[src/rtl/exec_stage_if.sv]
// Execute-stage bus: ID/EX inputs, redirect outputs and EX/MEM register.
// master = decode/testbench side, slave = exec_stage.
interface exec_stage_if #(
    parameter int XLEN = 32,
    parameter int OPW  = 6
);
    logic [OPW-1:0]  alu_op;
    logic [XLEN-1:0] pc_in;
    logic [XLEN-1:0] next_pc_in;
    logic            rd_write_enable;
    logic [4:0]      rd_write_addr;
    logic            res_src;
    logic            branch;
    logic            jump;
    logic            mem_write_enable;
    logic            alu_input_conf;
    logic [XLEN-1:0] imm;
    logic [XLEN-1:0] rs1_data;
    logic [XLEN-1:0] rs2_data;

    logic [XLEN-1:0] target_pc;
    logic            pc_src;
    logic            rd_write_enable_out;
    logic [4:0]      rd_write_addr_out;
    logic            res_src_out;
    logic            mem_write_enable_out;
    logic [XLEN-1:0] exec_out;
    logic [XLEN-1:0] mem_write_data_out;
    logic [XLEN-1:0] next_pc_out;

    modport master (
        output alu_op, pc_in, next_pc_in, rd_write_enable, rd_write_addr,
               res_src, branch, jump, mem_write_enable, alu_input_conf,
               imm, rs1_data, rs2_data,
        input  target_pc, pc_src, rd_write_enable_out, rd_write_addr_out,
               res_src_out, mem_write_enable_out, exec_out,
               mem_write_data_out, next_pc_out
    );

    modport slave (
        input  alu_op, pc_in, next_pc_in, rd_write_enable, rd_write_addr,
               res_src, branch, jump, mem_write_enable, alu_input_conf,
               imm, rs1_data, rs2_data,
        output target_pc, pc_src, rd_write_enable_out, rd_write_addr_out,
               res_src_out, mem_write_enable_out, exec_out,
               mem_write_data_out, next_pc_out
    );
endinterface

[src/rtl/exec_stage.sv]
// RV32I execute stage: ALU, branch/jump resolution, EX/MEM register.
// Ports: clk, rst (sync, active-high), bus (exec_stage_if.slave).
module exec_stage #(
    parameter int XLEN = 32,
    parameter int OPW  = 6
) (
    input  logic         clk,
    input  logic         rst,
    exec_stage_if.slave  bus
);
    localparam logic [OPW-1:0] OP_ADD   = 6'd0;
    localparam logic [OPW-1:0] OP_SUB   = 6'd1;
    localparam logic [OPW-1:0] OP_AND   = 6'd2;
    localparam logic [OPW-1:0] OP_OR    = 6'd3;
    localparam logic [OPW-1:0] OP_XOR   = 6'd4;
    localparam logic [OPW-1:0] OP_SLL   = 6'd5;
    localparam logic [OPW-1:0] OP_SRL   = 6'd6;
    localparam logic [OPW-1:0] OP_SRA   = 6'd7;
    localparam logic [OPW-1:0] OP_SLT   = 6'd8;
    localparam logic [OPW-1:0] OP_SLTU  = 6'd9;
    localparam logic [OPW-1:0] OP_PASSB = 6'd10;
    localparam logic [OPW-1:0] OP_AUIPC = 6'd11;
    localparam logic [OPW-1:0] OP_JALR  = 6'd12;
    localparam logic [OPW-1:0] OP_BEQ   = 6'd16;
    localparam logic [OPW-1:0] OP_BNE   = 6'd17;
    localparam logic [OPW-1:0] OP_BLT   = 6'd18;
    localparam logic [OPW-1:0] OP_BGE   = 6'd19;
    localparam logic [OPW-1:0] OP_BLTU  = 6'd20;
    localparam logic [OPW-1:0] OP_BGEU  = 6'd21;

    localparam logic [XLEN-1:0] ZERO = '0;

    logic [XLEN-1:0] op_a;
    logic [XLEN-1:0] op_b;
    logic [4:0]      shamt;
    logic            lt_s;
    logic            lt_u;
    logic            eq;
    logic [XLEN-1:0] alu_res;
    logic            cond;
    logic [XLEN-1:0] jalr_sum;
    logic            is_jalr;

    assign op_a  = bus.rs1_data;
    assign op_b  = bus.alu_input_conf ? bus.rs2_data : bus.imm;
    assign shamt = op_b[4:0];
    assign lt_s  = $signed(op_a) < $signed(op_b);
    assign lt_u  = op_a < op_b;
    assign eq    = op_a == op_b;

    always_comb begin
        alu_res = ZERO;
        cond    = 1'b0;
        case (bus.alu_op)
            OP_ADD:   alu_res = op_a + op_b;
            OP_SUB:   alu_res = op_a - op_b;
            OP_AND:   alu_res = op_a & op_b;
            OP_OR:    alu_res = op_a | op_b;
            OP_XOR:   alu_res = op_a ^ op_b;
            OP_SLL:   alu_res = op_a << shamt;
            OP_SRL:   alu_res = op_a >> shamt;
            OP_SRA:   alu_res = $unsigned($signed(op_a) >>> shamt);
            OP_SLT:   alu_res = {{(XLEN-1){1'b0}}, lt_s};
            OP_SLTU:  alu_res = {{(XLEN-1){1'b0}}, lt_u};
            OP_PASSB: alu_res = op_b;
            OP_AUIPC: alu_res = bus.pc_in + op_b;
            OP_JALR:  alu_res = op_a + op_b;
            OP_BEQ:   cond = eq;
            OP_BNE:   cond = !eq;
            OP_BLT:   cond = lt_s;
            OP_BGE:   cond = !lt_s;
            OP_BLTU:  cond = lt_u;
            OP_BGEU:  cond = !lt_u;
            default: begin
                alu_res = ZERO;
                cond    = 1'b0;
            end
        endcase
    end

    // Redirect uses imm directly, independent of the operand-B mux.
    assign is_jalr  = bus.jump && (bus.alu_op == OP_JALR);
    assign jalr_sum = bus.rs1_data + bus.imm;

    assign bus.target_pc = is_jalr
        ? (jalr_sum & {{(XLEN-1){1'b1}}, 1'b0})
        : (bus.pc_in + bus.imm);
    assign bus.pc_src = bus.jump | (bus.branch & cond);

    always_ff @(posedge clk) begin
        if (rst) begin
            bus.rd_write_enable_out  <= 1'b0;
            bus.rd_write_addr_out    <= 5'd0;
            bus.res_src_out          <= 1'b0;
            bus.mem_write_enable_out <= 1'b0;
            bus.exec_out             <= ZERO;
            bus.mem_write_data_out   <= ZERO;
            bus.next_pc_out          <= ZERO;
        end else begin
            bus.rd_write_enable_out  <= bus.rd_write_enable;
            bus.rd_write_addr_out    <= bus.rd_write_addr;
            bus.res_src_out          <= bus.res_src;
            bus.mem_write_enable_out <= bus.mem_write_enable;
            // Jumps write the link address back through the result path.
            bus.exec_out             <= bus.jump ? bus.next_pc_in : alu_res;
            bus.mem_write_data_out   <= bus.rs2_data;
            bus.next_pc_out          <= bus.next_pc_in;
        end
    end
endmodule

[src/flat_wrapper.sv]
// flat-port wrapper written by rule: the top's interface ports become plain ports
module exec_stage_flat 
#(
    parameter int XLEN = 32,
    parameter int OPW  = 6
)
  (clk, rst, bus_alu_op, bus_pc_in, bus_next_pc_in, bus_rd_write_enable, bus_rd_write_addr, bus_res_src, bus_branch, bus_jump, bus_mem_write_enable, bus_alu_input_conf, bus_imm, bus_rs1_data, bus_rs2_data, bus_target_pc, bus_pc_src, bus_rd_write_enable_out, bus_rd_write_addr_out, bus_res_src_out, bus_mem_write_enable_out, bus_exec_out, bus_mem_write_data_out, bus_next_pc_out);
  exec_stage_if #(.XLEN(XLEN), .OPW(OPW)) bus_i ();
  input  logic clk;
  input  logic rst;
  input wire logic [$bits(bus_i.alu_op)-1:0] bus_alu_op;
  input wire logic [$bits(bus_i.pc_in)-1:0] bus_pc_in;
  input wire logic [$bits(bus_i.next_pc_in)-1:0] bus_next_pc_in;
  input wire logic [$bits(bus_i.rd_write_enable)-1:0] bus_rd_write_enable;
  input wire logic [$bits(bus_i.rd_write_addr)-1:0] bus_rd_write_addr;
  input wire logic [$bits(bus_i.res_src)-1:0] bus_res_src;
  input wire logic [$bits(bus_i.branch)-1:0] bus_branch;
  input wire logic [$bits(bus_i.jump)-1:0] bus_jump;
  input wire logic [$bits(bus_i.mem_write_enable)-1:0] bus_mem_write_enable;
  input wire logic [$bits(bus_i.alu_input_conf)-1:0] bus_alu_input_conf;
  input wire logic [$bits(bus_i.imm)-1:0] bus_imm;
  input wire logic [$bits(bus_i.rs1_data)-1:0] bus_rs1_data;
  input wire logic [$bits(bus_i.rs2_data)-1:0] bus_rs2_data;
  output wire logic [$bits(bus_i.target_pc)-1:0] bus_target_pc;
  output wire logic [$bits(bus_i.pc_src)-1:0] bus_pc_src;
  output wire logic [$bits(bus_i.rd_write_enable_out)-1:0] bus_rd_write_enable_out;
  output wire logic [$bits(bus_i.rd_write_addr_out)-1:0] bus_rd_write_addr_out;
  output wire logic [$bits(bus_i.res_src_out)-1:0] bus_res_src_out;
  output wire logic [$bits(bus_i.mem_write_enable_out)-1:0] bus_mem_write_enable_out;
  output wire logic [$bits(bus_i.exec_out)-1:0] bus_exec_out;
  output wire logic [$bits(bus_i.mem_write_data_out)-1:0] bus_mem_write_data_out;
  output wire logic [$bits(bus_i.next_pc_out)-1:0] bus_next_pc_out;
  assign bus_i.alu_op = bus_alu_op;
  assign bus_i.pc_in = bus_pc_in;
  assign bus_i.next_pc_in = bus_next_pc_in;
  assign bus_i.rd_write_enable = bus_rd_write_enable;
  assign bus_i.rd_write_addr = bus_rd_write_addr;
  assign bus_i.res_src = bus_res_src;
  assign bus_i.branch = bus_branch;
  assign bus_i.jump = bus_jump;
  assign bus_i.mem_write_enable = bus_mem_write_enable;
  assign bus_i.alu_input_conf = bus_alu_input_conf;
  assign bus_i.imm = bus_imm;
  assign bus_i.rs1_data = bus_rs1_data;
  assign bus_i.rs2_data = bus_rs2_data;
  assign bus_target_pc = bus_i.target_pc;
  assign bus_pc_src = bus_i.pc_src;
  assign bus_rd_write_enable_out = bus_i.rd_write_enable_out;
  assign bus_rd_write_addr_out = bus_i.rd_write_addr_out;
  assign bus_res_src_out = bus_i.res_src_out;
  assign bus_mem_write_enable_out = bus_i.mem_write_enable_out;
  assign bus_exec_out = bus_i.exec_out;
  assign bus_mem_write_data_out = bus_i.mem_write_data_out;
  assign bus_next_pc_out = bus_i.next_pc_out;
  exec_stage #(.XLEN(XLEN), .OPW(OPW)) u_core (.clk(clk), .rst(rst), .bus(bus_i));
endmodule
[config.mk]
export PLATFORM = sky130hd
export DESIGN_NAME = exec_stage_flat
export DESIGN_NICKNAME = d
export VERILOG_FILES = /design/src/rtl/exec_stage_if.sv /design/src/rtl/exec_stage.sv /design/src/flat_wrapper.sv
export SDC_FILE = /design/constraint.sdc
export NUM_CORES = 1
export LEC_CHECK = 0
export BUFFER_PORTS_ARGS = -buffer_cell sky130_fd_sc_hd__clkbuf_2
export CAP_MARGIN = 10
export CORE_AREA = 2 2 157 197
export CTS_CLUSTER_SIZE = 30
export DETAILED_ROUTE_END_ITERATION = 6
export DIE_AREA = 0 0 159 199
export HOLD_SLACK_MARGIN = 0.03
export PLACE_DENSITY = 0.9
export SETUP_SLACK_MARGIN = 0.4
export SLEW_MARGIN = 15
export SYNTH_ARGS = -nofsm -noshare
export SYNTH_HDL_FRONTEND = slang
export SYNTH_SLANG_ARGS = --single-unit
[constraint.sdc]
create_clock -name clk -period 7.71 [get_ports clk]
set_input_delay 1.1565 -clock clk [delete_from_list [all_inputs] [get_ports clk]]
set_output_delay 1.1565 -clock clk [all_outputs]
set_load 0.005 [all_outputs]
==> summary.txt <==
Synthesis
  – Top-count cell post-synth: nand2_1
  – Top cells by count, synth: nand2_1, ha_1, a21oi_1
  – Mean area per synthesized cell: 7.29 um^2
  – Sequential share of the synthesized area: 12.9%
  – Ys async rst share: 0%
  – Yosys top cell area share: between 10% and 20%
  – Post-Syn Area: about 16000 um^2
  – Ys Warns: 0
  – Cells after synthesis: 2215
  – Area leader, netlist: ha_1
  – Ranking of synthesized cells by area: ha_1, dfxtp_1, mux2i_1
  – Predominant post-synthesis flop cell: dfxtp_1
  – Syn_nets: about 2600
  – #FFs+latches synth: 104
  – Count of flip-flops with a built-in enable after synthesis: 0
  – Yosys cell types: 88

Placement
  – I/O Buffers: 315
  – Cell area after placement: 18100 um^2
  – Dpl hpwl: 60.9 mm
  – GP Congestion: 1.08

Power
  – LEAKAGE: 8.74 nW
  – Internal power: 0.00134 W
  – Peak supply drop: 0.0915 mV
  – Logic gate share of total power: 57.4%
  – Sw frac: 46.9%
  – Clock power share: between 20% and 30%
  – P_sw: 0.00118 W
  – Sequential power share: between 20% and 30%
  – Power density cells: roughly 140 nW/um^2

Floorplanning
  – Starting Density: 54.1%
  – Die area: 31600 um^2
  – Die width: 159 um
  – IO Pins: 316
  – Die height: 199 um
  – Core region area: 29800 um^2
  – Row cnt: 71

Layout
  – Antenna diodes: 0
  – Area growth syn-to-layout: 13.7%
  – Post-route design area: 18400 um^2
  – Nets: 2843
  – Layout cells sized above 1: 17.3%

Setup path
  – CP Max Fanout: 24
  – Worst Path Class, Setup: in2out
  – Critical Path RT: 6.55 ns
  – Element type at the critical path end: primary output
  – Worst Path Arrival: around 5.6 ns
  – Setup crit start kind: input port

Drt
  – First-pass DRT Iterations: 7
  – Routed vias/inst: 6.79
  – Iter 0 DRT Violations: 2785
  – DRC: 12
  – Routed len/inst: 26.4 um
  – DRT antenna net count: 0
  – Vias: 19500
  – Total routed wirelength: 75.7 mm

Min path
  – Worst hold path class: in2reg

Outcome
  – Status: finished with violations
  – Failing checks: DRC

Timing
  – Fmax: between 100 and 150 MHz
  – Endpoints failing hold: 0
  – Worst slew margin: a little under an eighth
  – Final setup violating endpoints: 0
  – Crit share post-route: 87.2%
  – Slew Viols, Final: 0
  – Final setup TNS: 0 ns
  – Worst-margin pin slew: 1.29 ns
  – Fin crit period: 6.72 ns
  – RSZ-0062 raised after global routing: no

Global routing
  – First-pass GRT wire length: 111 mm
  – Largest net degree at the start of global routing: 67
  – Initial antenna violation count: 2
  – Overflow after GRT: 0
  – Vias in the first global route: 18300
  – GRT Total Usage: a little under half

Clock tree
  – Post-CTS setup buffer count: 0
  – Clock buffer count from CTS: 9
  – Clock Sinks: approximately 100
  – Post-CTS Hold Buffers: 0
  – H-tree levels: 3
  – Clock Path Buffers: 2
  – Clk pin slew, worst setup/hold paths: 0.09 ns
  – CTS tree: built
  – CTS root buf: clkbuf_16
  – PostCTS Resize Cnt: 0

Job
  – Max-cap violations: 0
==> worst paths after layout <==
| kind | from | endpoint | slack (ns) | cells past startpoint |
|---|---|---|---|---|
| max | bus_alu_input_conf | bus_pc_src | 0.99 | 15 |
| min | bus_rd_write_addr[2] | u_core.bus.rd_write_addr_out[2] | 0.98 | 2 |
==> flip-flops by register name (all words and copies together) (netlist names) <==
register                         flops
u_core.bus.rd_write_addr_out         5
u_core.bus.mem_write_data_out       32
u_core.bus.res_src_out               1
u_core.bus.mem_write_enable_out      1
u_core.bus.next_pc_out              32
u_core.bus.rd_write_enable_out       1
u_core.bus.exec_out                 32
==> final cells by class <==
class                   instances  area [um^2]
clock buffers                   9          225
clock inverters                 6         77.6
fillers                      2793        11500
inverters                     104          395
multi-input cells            1893        13200
flip-flops and latches        104         2080
well taps                     401          502
repair buffers                351         1850
==> placed cells by master (no fill, tap or decap), types with 7 or more instances in the layout <==
cell	netlist	final
xnor2_1	58	58
o2111ai_1	9	9
a211oi_1	27	27
nand2_1	237	237
ha_1	197	197
o21ai_1	44	44
nor2_1	174	173
clkbuf_16	0	9
dfxtp_1	104	104
a21oi_1	175	175
o211ai_1	35	35
a31oi_1	25	25
and3_1	10	10
and2_1	17	17
a21o_1	51	51
o31ai_1	11	11
or3_1	11	11
a2111oi_0	12	12
mux2_2	17	17
o21ai_0	146	145
nand3_1	34	33
inv_1	99	98
o21a_1	19	18
nor3_1	35	33
nand4_1	16	16
buf_4	6	36
nand2b_1	29	29
xor2_1	39	39
or2_2	7	7
o22ai_1	25	25
o221ai_1	15	15
a221oi_1	25	25
a221o_1	7	7
o21bai_1	19	19
nor4_1	13	13
mux2i_1	140	138
nor2b_1	91	91
clkbuf_2	0	314
a22oi_1	19	19
==> kinds of logic after synthesis <==
family / count (synthesis) / synth area share, %
adders and majority gates: 201 / 15.8
DFF: 104 / 12.9
and+or+nand+nor: 695 / 20.3
buffers and inverters: 218 / 5.51
muxes: 161 / 10.4
AOI/OAI and AO/OA: 739 / 29.9
xor gates and xnor gates: 97 / 5.26
==> worst max-delay path: stages <==
cell and delay (ns):
clkbuf_2 0.66, buf_4 0.39, mux2_2 0.42, inv_1 0.09
ha_1 0.35, nor4_2 0.58, and3_1 0.29, nand2_1 0.06
o22ai_1 0.17, a311oi_2 0.10, o21ai_1 0.30, o21ai_0 0.12
a211o_1 0.30, a41oi_1 0.34, clkbuf_2 0.18
==> power by group through the flow <==
| stage | registers [W] | clock network [W] | logic (W) |
|---|---|---|---|
| floorplan | 0.000587 | 0 | 0.000892 |
| global placement | 0.000583 | 0 | 0.00136 |
| detailed placement | 0.000584 | 0 | 0.00138 |
| CTS | 0.000571 | 0.000507 | 0.00139 |
| global route | 0.000573 | 0.000524 | 0.00153 |
| finish | 0.000571 | 0.000505 | 0.00145 |
==> metrics by stage <==
stage	util, %	instances	power [W]	hold WS, ns	setup slack, ns
after floorplan	-	2215	0.00148	1.24	1.99
after global placement	60.5	2853	0.00194	1.36	1.37
after detailed placement	60.5	2853	0.00196	1.37	1.14
after CTS	61.5	2868	0.00246	0.960	1.14
after global routing	61.5	2868	0.00263	0.984	0.823
final	61.5	2868	0.00253	0.977	0.988
==> metal layers <==
metal | wire (um) | track usage [%]
met4 | 4200 | 22.4
met3 | 9330 | 11.6
met2 | 32800 | 72.6
met1 | 29400 | 58.3
met5 | 63 | 0
Power figures use the tool's default switching activity.
